$ cat src/rtl/pad_input_conditioner.sv
// Pad input conditioner: per-pad synchroniser, glitch filter, edge detect and sticky event status.
// Optional glitch counter enabled by defining PAD_IN_COND_GLITCH_CNT_EN.
module pad_input_conditioner #(
    parameter int                    NUM_PADS    = 8,
    parameter int                    SYNC_STAGES = 2,
    parameter int                    FILT_CNT_W  = 8,
    parameter logic [NUM_PADS-1:0]   RESET_VAL   = '0
) (
    input  logic                  clk_i,
    input  logic                  rst_i,
    input  logic [NUM_PADS-1:0]   pad_in_i,
    input  logic [NUM_PADS-1:0]   filt_en_i,
    input  logic [FILT_CNT_W-1:0] filt_len_i,
    input  logic [NUM_PADS-1:0]   rise_en_i,
    input  logic [NUM_PADS-1:0]   fall_en_i,
    input  logic [NUM_PADS-1:0]   irq_mask_i,
    input  logic [NUM_PADS-1:0]   evt_clr_i,
    output logic [NUM_PADS-1:0]   in_o,
    output logic [NUM_PADS-1:0]   rise_o,
    output logic [NUM_PADS-1:0]   fall_o,
    output logic [NUM_PADS-1:0]   evt_status_o,
    output logic                  irq_o,
    output logic [15:0]           glitch_cnt_o,
    input  logic                  glitch_cnt_clr_i
);

    localparam logic [FILT_CNT_W-1:0] CNT_MAX = '1;
    localparam logic [FILT_CNT_W-1:0] CNT_ONE = {{(FILT_CNT_W-1){1'b0}}, 1'b1};

    // True once one more cycle of disagreement reaches the required filter length.
    function automatic logic len_reached(input logic [FILT_CNT_W-1:0] cnt,
                                         input logic [FILT_CNT_W-1:0] len);
        logic [FILT_CNT_W:0] inc;
        inc = {1'b0, cnt} + {{FILT_CNT_W{1'b0}}, 1'b1};
        return (inc >= {1'b0, len});
    endfunction

    logic [NUM_PADS-1:0]   sync_r [SYNC_STAGES];
    logic [NUM_PADS-1:0]   s_s;
    logic [NUM_PADS-1:0]   filt_r;
    logic [NUM_PADS-1:0]   prev_r;
    logic [NUM_PADS-1:0]   status_r;
    logic [NUM_PADS-1:0]   filt_nxt_s;
    logic [NUM_PADS-1:0]   glitch_s;
    logic [NUM_PADS-1:0]   set_s;
    logic [FILT_CNT_W-1:0] cnt_r     [NUM_PADS];
    logic [FILT_CNT_W-1:0] cnt_nxt_s [NUM_PADS];
    logic [FILT_CNT_W-1:0] len_s;

    assign s_s   = sync_r[SYNC_STAGES-1];
    assign len_s = (filt_len_i == {FILT_CNT_W{1'b0}}) ? CNT_ONE : filt_len_i;

    // Synchroniser chain bringing the asynchronous pad levels into clk_i.
    always_ff @(posedge clk_i or posedge rst_i) begin
        if (rst_i) begin
            for (int i = 0; i < SYNC_STAGES; i++) begin
                sync_r[i] <= RESET_VAL;
            end
        end else begin
            sync_r[0] <= pad_in_i;
            for (int i = 1; i < SYNC_STAGES; i++) begin
                sync_r[i] <= sync_r[i-1];
            end
        end
    end

    // Next filtered level and counter per pad; a nonzero count that collapses is a rejected glitch.
    always_comb begin
        filt_nxt_s = filt_r;
        glitch_s   = '0;
        for (int k = 0; k < NUM_PADS; k++) begin
            cnt_nxt_s[k] = '0;
            if (!filt_en_i[k]) begin
                filt_nxt_s[k] = s_s[k];
                cnt_nxt_s[k]  = '0;
            end else if (s_s[k] != filt_r[k]) begin
                if (len_reached(cnt_r[k], len_s)) begin
                    filt_nxt_s[k] = s_s[k];
                    cnt_nxt_s[k]  = '0;
                end else if (cnt_r[k] == CNT_MAX) begin
                    cnt_nxt_s[k]  = cnt_r[k];
                end else begin
                    cnt_nxt_s[k]  = cnt_r[k] + CNT_ONE;
                end
            end else begin
                glitch_s[k]  = (cnt_r[k] != {FILT_CNT_W{1'b0}});
                cnt_nxt_s[k] = '0;
            end
        end
    end

    // Filter state and previous level used for edge detection.
    always_ff @(posedge clk_i or posedge rst_i) begin
        if (rst_i) begin
            filt_r <= RESET_VAL;
            prev_r <= RESET_VAL;
            for (int k = 0; k < NUM_PADS; k++) begin
                cnt_r[k] <= '0;
            end
        end else begin
            filt_r <= filt_nxt_s;
            prev_r <= filt_r;
            for (int k = 0; k < NUM_PADS; k++) begin
                cnt_r[k] <= cnt_nxt_s[k];
            end
        end
    end

    assign rise_o = filt_r & ~prev_r;
    assign fall_o = ~filt_r & prev_r;
    assign set_s  = (rise_o & rise_en_i) | (fall_o & fall_en_i);

    // Sticky event flags; a new event wins over a clear strobe in the same cycle.
    always_ff @(posedge clk_i or posedge rst_i) begin
        if (rst_i) begin
            status_r <= '0;
        end else begin
            status_r <= set_s | (status_r & ~evt_clr_i);
        end
    end

    assign in_o         = filt_r;
    assign evt_status_o = status_r;
    assign irq_o        = |(status_r & irq_mask_i);

`ifdef PAD_IN_COND_GLITCH_CNT_EN
    logic [15:0] gcnt_r;

    // Saturating count of cycles in which any pad rejected a glitch.
    always_ff @(posedge clk_i or posedge rst_i) begin
        if (rst_i) begin
            gcnt_r <= 16'h0000;
        end else if (glitch_cnt_clr_i) begin
            gcnt_r <= 16'h0000;
        end else if ((|glitch_s) && (gcnt_r != 16'hFFFF)) begin
            gcnt_r <= gcnt_r + 16'h0001;
        end else begin
            gcnt_r <= gcnt_r;
        end
    end

    assign glitch_cnt_o = gcnt_r;
`else
    logic unused_s;

    assign unused_s     = glitch_cnt_clr_i | (|glitch_s);
    assign glitch_cnt_o = 16'h0000;
`endif

endmodule

$ cat config.mk
export PLATFORM = sky130hd
export DESIGN_NAME = pad_input_conditioner
export DESIGN_NICKNAME = d
export VERILOG_FILES = /design/src/rtl/pad_input_conditioner.sv
export SDC_FILE = /design/constraint.sdc
export NUM_CORES = 1
export LEC_CHECK = 0
export ABC_AREA = 1
export CAP_MARGIN = 10
export CORE_AREA = 2 2 121 123
export DETAILED_ROUTE_END_ITERATION = 6
export DIE_AREA = 0 0 123 125
export GPL_TIMING_DRIVEN = 1
export PLACE_DENSITY = 0.76
export REMOVE_ABC_BUFFERS = 1
export SETUP_SLACK_MARGIN = 0.2
export SYNTH_ARGS = -nofsm -noshare
export SYNTH_HDL_FRONTEND = slang
export SYNTH_SLANG_ARGS = --single-unit
$ cat constraint.sdc
create_clock -name clk_i -period 3.65 [get_ports clk_i]
set_input_delay 0.73 -clock clk_i [delete_from_list [all_inputs] [get_ports clk_i]]
set_output_delay 0.73 -clock clk_i [all_outputs]
set_load 0.02 [all_outputs]
==> results.sh, run 1 <==
export IMPL_status="finished clean"
export IMPL_syn_to_final_growth_pct=20.6
export IMPL_synth_top_cell_area_share=0.384
export IMPL_crit_family="buffers and inverters"
export IMPL_cts_tree="yes"
export IMPL_grt_overflow_total=0
export IMPL_synth_area_leaders="dfrtp_1, ha_1, inv_1"
export IMPL_critPathArrivalTime_ns=2.18
export IMPL_drv_cap=0
export IMPL_initial_core_util=0.477
export IMPL_totalWireLength_um=14000
export IMPL_grtUsageTotal=0.200
export IMPL_netlist_area_mm2=0.00678
export IMPL_cp_max_fo=1
export IMPL_fmax_mhz=344
export IMPL_cts_clk_slew_worst_paths_ns=0.07
export IMPL_cp_buffers_inverters=2
export IMPL_gp_congestion=0.824
export IMPL_crit_top_cell="nand2_1"
export IMPL_postCtsSetupRepairBufs=0
export IMPL_hold_path_class="flop to flop"
export IMPL_synthDistinctLibCells=42
export IMPL_synth_seq_area_share=0.384
export IMPL_peakVddDrop_mv=0.271
export IMPL_cts_max_level=3
export IMPL_avgSynthCellArea_um2=8.02
export IMPL_p_leak_uw=0.00422
export IMPL_grt_antenna_before_repair=0
export IMPL_drtPass1Iterations=4
export IMPL_worstSetupPathType="input port to output pin"
export IMPL_portBuffers=90
export IMPL_slew_headroom=0.655
export IMPL_drtIter0Drc=320
export IMPL_rsz0062_at_grt="false"
export IMPL_setup_worst_path_start_class="input port"
export IMPL_die_y_um=125
export IMPL_synth_edff_count=0
export IMPL_antenna_cells=0
export IMPL_drc=0
export IMPL_fin_ws_ns=0.743
export IMPL_cts_resized=0
export IMPL_stdcell_count=1139
export IMPL_cp_end_kind="output pin"
export IMPL_chipWidth_um=123
export IMPL_skew_ns=0.00787
export IMPL_dieArea_mm2=0.0154
export IMPL_via_count=5432
export IMPL_fin_util=0.576
export IMPL_cts_sinks=104
export IMPL_first_global_vias=5293
export IMPL_io_pins=108
export IMPL_design_core_area_mm2=0.0142
export IMPL_root_buffer="clkbuf_16"
export IMPL_async_flop_share=1.00
export IMPL_place_ws_ns=0.381
export IMPL_clock_latency_ns=0.35
export IMPL_setup_viol=0
export IMPL_crit_chain="clkdlybuf4s50_1, nand2_1, nand2_1, a221oi_1, nand2_1, clkdlybuf4s50_1"
export IMPL_finalCriticalPeriod_ns=2.91
export IMPL_dp_cells=1124
export IMPL_cp_slowest_cell="clkdlybuf4s50_1"
export IMPL_hold_violations=0
export IMPL_ys_top_cells_by_count="inv_1, nand2_1, dfrtp_1, nor2_1, ha_1"
export IMPL_grt_first_pass_wirelength_um=24600
export IMPL_layout_drive_gt1_share=0.0618
export IMPL_synth_most_common_cell="inv_1"
export IMPL_rows=44
export IMPL_synth_warnings=0
export IMPL_clockBufferDepth=2
export IMPL_postCtsHoldBufs=0
export IMPL_numCtsBuffers=9
export IMPL_dp_hpwl_um=10800
export IMPL_ys_ff_latch=104
export IMPL_finalCritPeriodShare=0.796
export IMPL_nets=1074
export IMPL_ys_flop_type="dfrtp_1"
export IMPL_total_power_uw=2690
export IMPL_post_drt_wl_per_cell_um=12.3
export IMPL_cpPeakStageDelay_ns=0.54
export IMPL_cp_data_required_time_ns=2.92
export IMPL_routed_via_density=4.77
export IMPL_grt_max_degree=41
export IMPL_tns_ns=0
export IMPL_yosysTopAreaCell="dfrtp_1"
export IMPL_power_density_mw_per_mm2=329
export IMPL_detail_route_antenna_nets=0
export IMPL_worst_pin_slew_ns=0.518
export IMPL_slew_viol_final=0
export IMPL_syn_inst=845
==> metrics by stage <==
stage               hold slack, ns  area [µm²]
floorplan                    0.331        6710
global placement             0.332        7910
detailed placement           0.336        7910
CTS                          0.350        8180
global route                 0.355        8180
finish                       0.348        8180
==> registers in the layout (all words and copies together) (netlist names) <==
signal and flops:
cnt_r 64, evt_status_o 8, in_o 8, prev_r 8
s_s 8, sync_r 8
==> power breakdown <==
group	switching [µW]	internal [µW]
clock	431	463
sequential	54.9	1210
combinational	296	237
total	782	1910
==> cells by family (layout without fill, tap and decap cells) <==
family	count (synthesis)	after routing	synth area share
flops	104	104	0.384
fa+ha+maj	64	64	0.118
mux	1	1	0.00148
xor+xnor	49	49	0.0633
simple gates	368	368	0.257
other cells	1	16	0.000553
buf+inv	184	279	0.111
compound gates	74	74	0.0644
==> final cells by class <==
type,instances,area (µm²)
clock inverters,6,43.8
flip-flops and latches,104,2600
inverters,167,629
clock buffers,9,225
well taps,184,230
multi-input cells,572,3480
fillers,1267,6030
repair buffers,97,966
==> routing by layer <==
metal,vias to the layer above,part of all wire,GRT usage
met2,92,0.47,0.329
met5,-,0,0
met1,2481,0.47,0.272
met4,0,0.0071,0.0381
met3,7,0.051,0.0456
li1,2852,-,-
==> worst paths after layout <==
| path | end | startpoint | depth (start not counted) | slack (ns) |
|---|---|---|---|---|
| setup / recovery | irq_o | irq_mask_i[1] | 6 | 0.74 |
| hold / removal | s_s[7] | sync_r[15] | 0 | 0.35 |
| setup reg to reg | cnt_r[36] | cnt_r[32] | 13 | 1.08 |
| hold reg to reg | s_s[7] | sync_r[15] | 0 | 0.35 |
| max in group asynchronous | sync_r[11] | rst_i | 3 | 2.15 |
| min in group asynchronous | cnt_r[22] | rst_i | 2 | 0.78 |
==> layout by cell type, fill, tap and decap left out, drive strengths merged <==
master and count:
clkinv 3, conb 16, a221oi 2, mux2i 1, dfrtp 104, xor2 32, xnor2 17, o21bai 2
buf 7, o211ai 10, clkdlybuf4s50 90, nand4 17, ha 64, nor2 106, and3 1, a41o 1
nand3b 9, o21ai 24, a21oi 29, a2bb2oi 2, a31o 1, clkbuf 9, nand3 50, nor3b 9
nor4 1, a31oi 2, nor3 9, o31ai 1, inv 169, nand2 166, clkinvlp 1
(Power assumes the default switching activity.)
==> inputs of run 2 (changes only) <==
--- a/config.mk
+++ b/config.mk
@@ -7,11 +7,11 @@
 export LEC_CHECK = 0
 export ABC_AREA = 1
 export CAP_MARGIN = 10
-export CORE_AREA = 2 2 121 123
+export CORE_AREA = 2 2 115 117
 export DETAILED_ROUTE_END_ITERATION = 6
-export DIE_AREA = 0 0 123 125
+export DIE_AREA = 0 0 117 119
 export GPL_TIMING_DRIVEN = 1
-export PLACE_DENSITY = 0.76
+export PLACE_DENSITY = 0.8
 export REMOVE_ABC_BUFFERS = 1
 export SETUP_SLACK_MARGIN = 0.2
 export SYNTH_ARGS = -nofsm -noshare
==> constraint.sdc (replaced) <==
create_clock -name clk_i -period 3 [get_ports clk_i]
set_input_delay 0.6 -clock clk_i [delete_from_list [all_inputs] [get_ports clk_i]]
set_output_delay 0.6 -clock clk_i [all_outputs]
set_load 0.02 [all_outputs]
==> run 2 against run 1 <==
  * Sequential power increased by 22%
  * Clock power grew 26%
  * Sequential share of layout area fell by 0.56 points
  * Sequential cell count is the same
  * Clock-buffer cell count is 1 higher
  * Die area down 9.4%
  * Global-route usage grew 1.7 points
  * Worst hold slack better by 0.0034 ns
  * Core utilization grew 7.1 points
  * Setup slack lost 0.40 ns
  * Critical path type is now input port to flop
  * Final cell count about the same
==> results.sh, run 2 (synthesis gave the netlist of run 1 again) <==
export IMPL_first_global_vias=5420
export IMPL_cpPeakStageDelay_ns=0.43
export IMPL_clock_latency_ns=0.35
export IMPL_stdcell_count=1140
export IMPL_finalCritPeriodShare=0.885
export IMPL_fmax_mhz=377
export IMPL_post_drt_wl_per_cell_um=12.6
export IMPL_power_density_mw_per_mm2=401
export IMPL_fin_ws_ns=0.346
export IMPL_grtUsageTotal=0.217
export IMPL_skew_ns=0.00409
export IMPL_cp_slowest_cell="clkdlybuf4s50_1"
export IMPL_portBuffers=90
export IMPL_rsz0062_at_grt="false"
export IMPL_dp_cells=1126
export IMPL_postCtsSetupRepairBufs=0
export IMPL_chipWidth_um=117
export IMPL_cp_data_required_time_ns=3.25
export IMPL_antenna_cells=0
export IMPL_crit_top_cell="nand2_1"
export IMPL_hold_ws_ns=0.351
export IMPL_crit_family="simple AND/OR/NAND/NOR gates"
export IMPL_rows=42
export IMPL_place_ws_ns=-0.158
export IMPL_layout_drive_gt1_share=0.0809
export IMPL_crit_chain="clkdlybuf4s50_1, nor4_2, buf_4, a41o_4, buf_4, ha_1, o21ai_0, nand3_1, nand2_1, nand2_1, nand2_1, nand3_1, nand2_1, nand2_2, nand2_1, nand2_1"
export IMPL_setup_worst_path_start_class="input port"
export IMPL_cts_sinks=104
export IMPL_peakVddDrop_mv=0.344
export IMPL_drtIter0Drc=286
export IMPL_slew_headroom=0.624
export IMPL_grt_overflow_total=0
export IMPL_worst_pin_slew_ns=0.563
export IMPL_gp_congestion=0.800
export IMPL_critPathArrivalTime_ns=2.90
export IMPL_routed_via_density=4.94
export IMPL_cts_max_level=3
export IMPL_cts_clk_slew_worst_paths_ns=0.06
export IMPL_design_core_area_mm2=0.0129
export IMPL_cp_depth=16
export IMPL_cp_end_kind="flop"
export IMPL_mostFrequentLayoutCells="inv_1, nand2_1, dfrtp_1"
export IMPL_postCtsHoldBufs=0
export IMPL_cts_resized=0
export IMPL_cp_max_fo=9
export IMPL_status="finished clean"
export IMPL_via_count=5631
export IMPL_drc=0
export IMPL_worstHoldPathCells=0
export IMPL_largest_register_ff_count=64
export IMPL_grt_max_degree=105
export IMPL_nets=1084
export IMPL_cp_buffers_inverters=3
export IMPL_worstSetupPathType="input port to flop"
export IMPL_io_pins=108
export IMPL_detail_route_antenna_nets=0
export IMPL_finalCriticalPeriod_ns=2.65
export IMPL_clockBufferDepth=2
export IMPL_die_y_um=119
export IMPL_rr_worst_depth=13
export IMPL_totalWireLength_um=14300
export IMPL_slew_viol_final=0
export IMPL_grt_first_pass_wirelength_um=23700
export IMPL_fill_cells=1085
export IMPL_syn_to_final_growth_pct=22.8
export IMPL_dp_hpwl_um=10600
export IMPL_root_buffer="clkbuf_16"
export IMPL_dieArea_mm2=0.0139
export IMPL_numCtsBuffers=9
export IMPL_hold_path_class="flop to flop"
export IMPL_cts_tree="yes"
export IMPL_p_leak_uw=0.00429
export IMPL_total_power_uw=3340
export IMPL_initial_core_util=0.526
export IMPL_grt_antenna_before_repair=0
export IMPL_drtPass1Iterations=5
export IMPL_setup_viol=0
export IMPL_final_common_cell="inv_1"
export IMPL_drv_cap=0
export IMPL_regMostFlops="cnt_r"
export IMPL_hold_violations=0
## run 2: layout make-up
type | count | area (µm²) | area share
multi-input combinational | 572 | 3540 | 0.426
sequential | 104 | 2600 | 0.313
timing repair buffer | 107 | 1050 | 0.126
inverter | 167 | 629 | 0.0756
clock buffer | 10 | 229 | 0.0275
tap | 176 | 220 | 0.0265
clock inverter | 4 | 47.5 | 0.00571
## run 2: per-stage QoR
stage	setup TNS, ns	instance area (µm²)	util
after floorplan	-34.55	6710	-
after global placement	-1.31	7970	0.619
after detailed placement	-3.00	7970	0.619
after CTS	0	8250	0.641
after global routing	0	8320	0.647
final	0	8320	0.647
## run 2: worst paths after layout
path                                from         endpoint  slack [ns]
hold reg to reg               sync_r[13]           s_s[5]        0.35
max in group asynchronous          rst_i        cnt_r[53]        1.85
hold / removal                sync_r[13]           s_s[5]        0.35
setup reg to reg               cnt_r[32]        cnt_r[36]        0.50
min in group asynchronous          rst_i  evt_status_o[2]        0.70
setup / recovery           filt_len_i[4]          in_o[6]        0.35
## run 2: power by group
group	switching (µW)	total (µW)	internal [µW]
sequential	71.2	1540	1470
clock	494	1130	634
combinational	368	671	303
## run 2: per-layer routing
metal | GRT usage | up-vias | part of all wire
li1 | - | 2880 | -
met4 | 0.0750 | 0 | 0.033
met2 | 0.383 | 109 | 0.50
met5 | 0 | - | 0
met3 | 0.0494 | 31 | 0.044
met1 | 0.258 | 2611 | 0.42
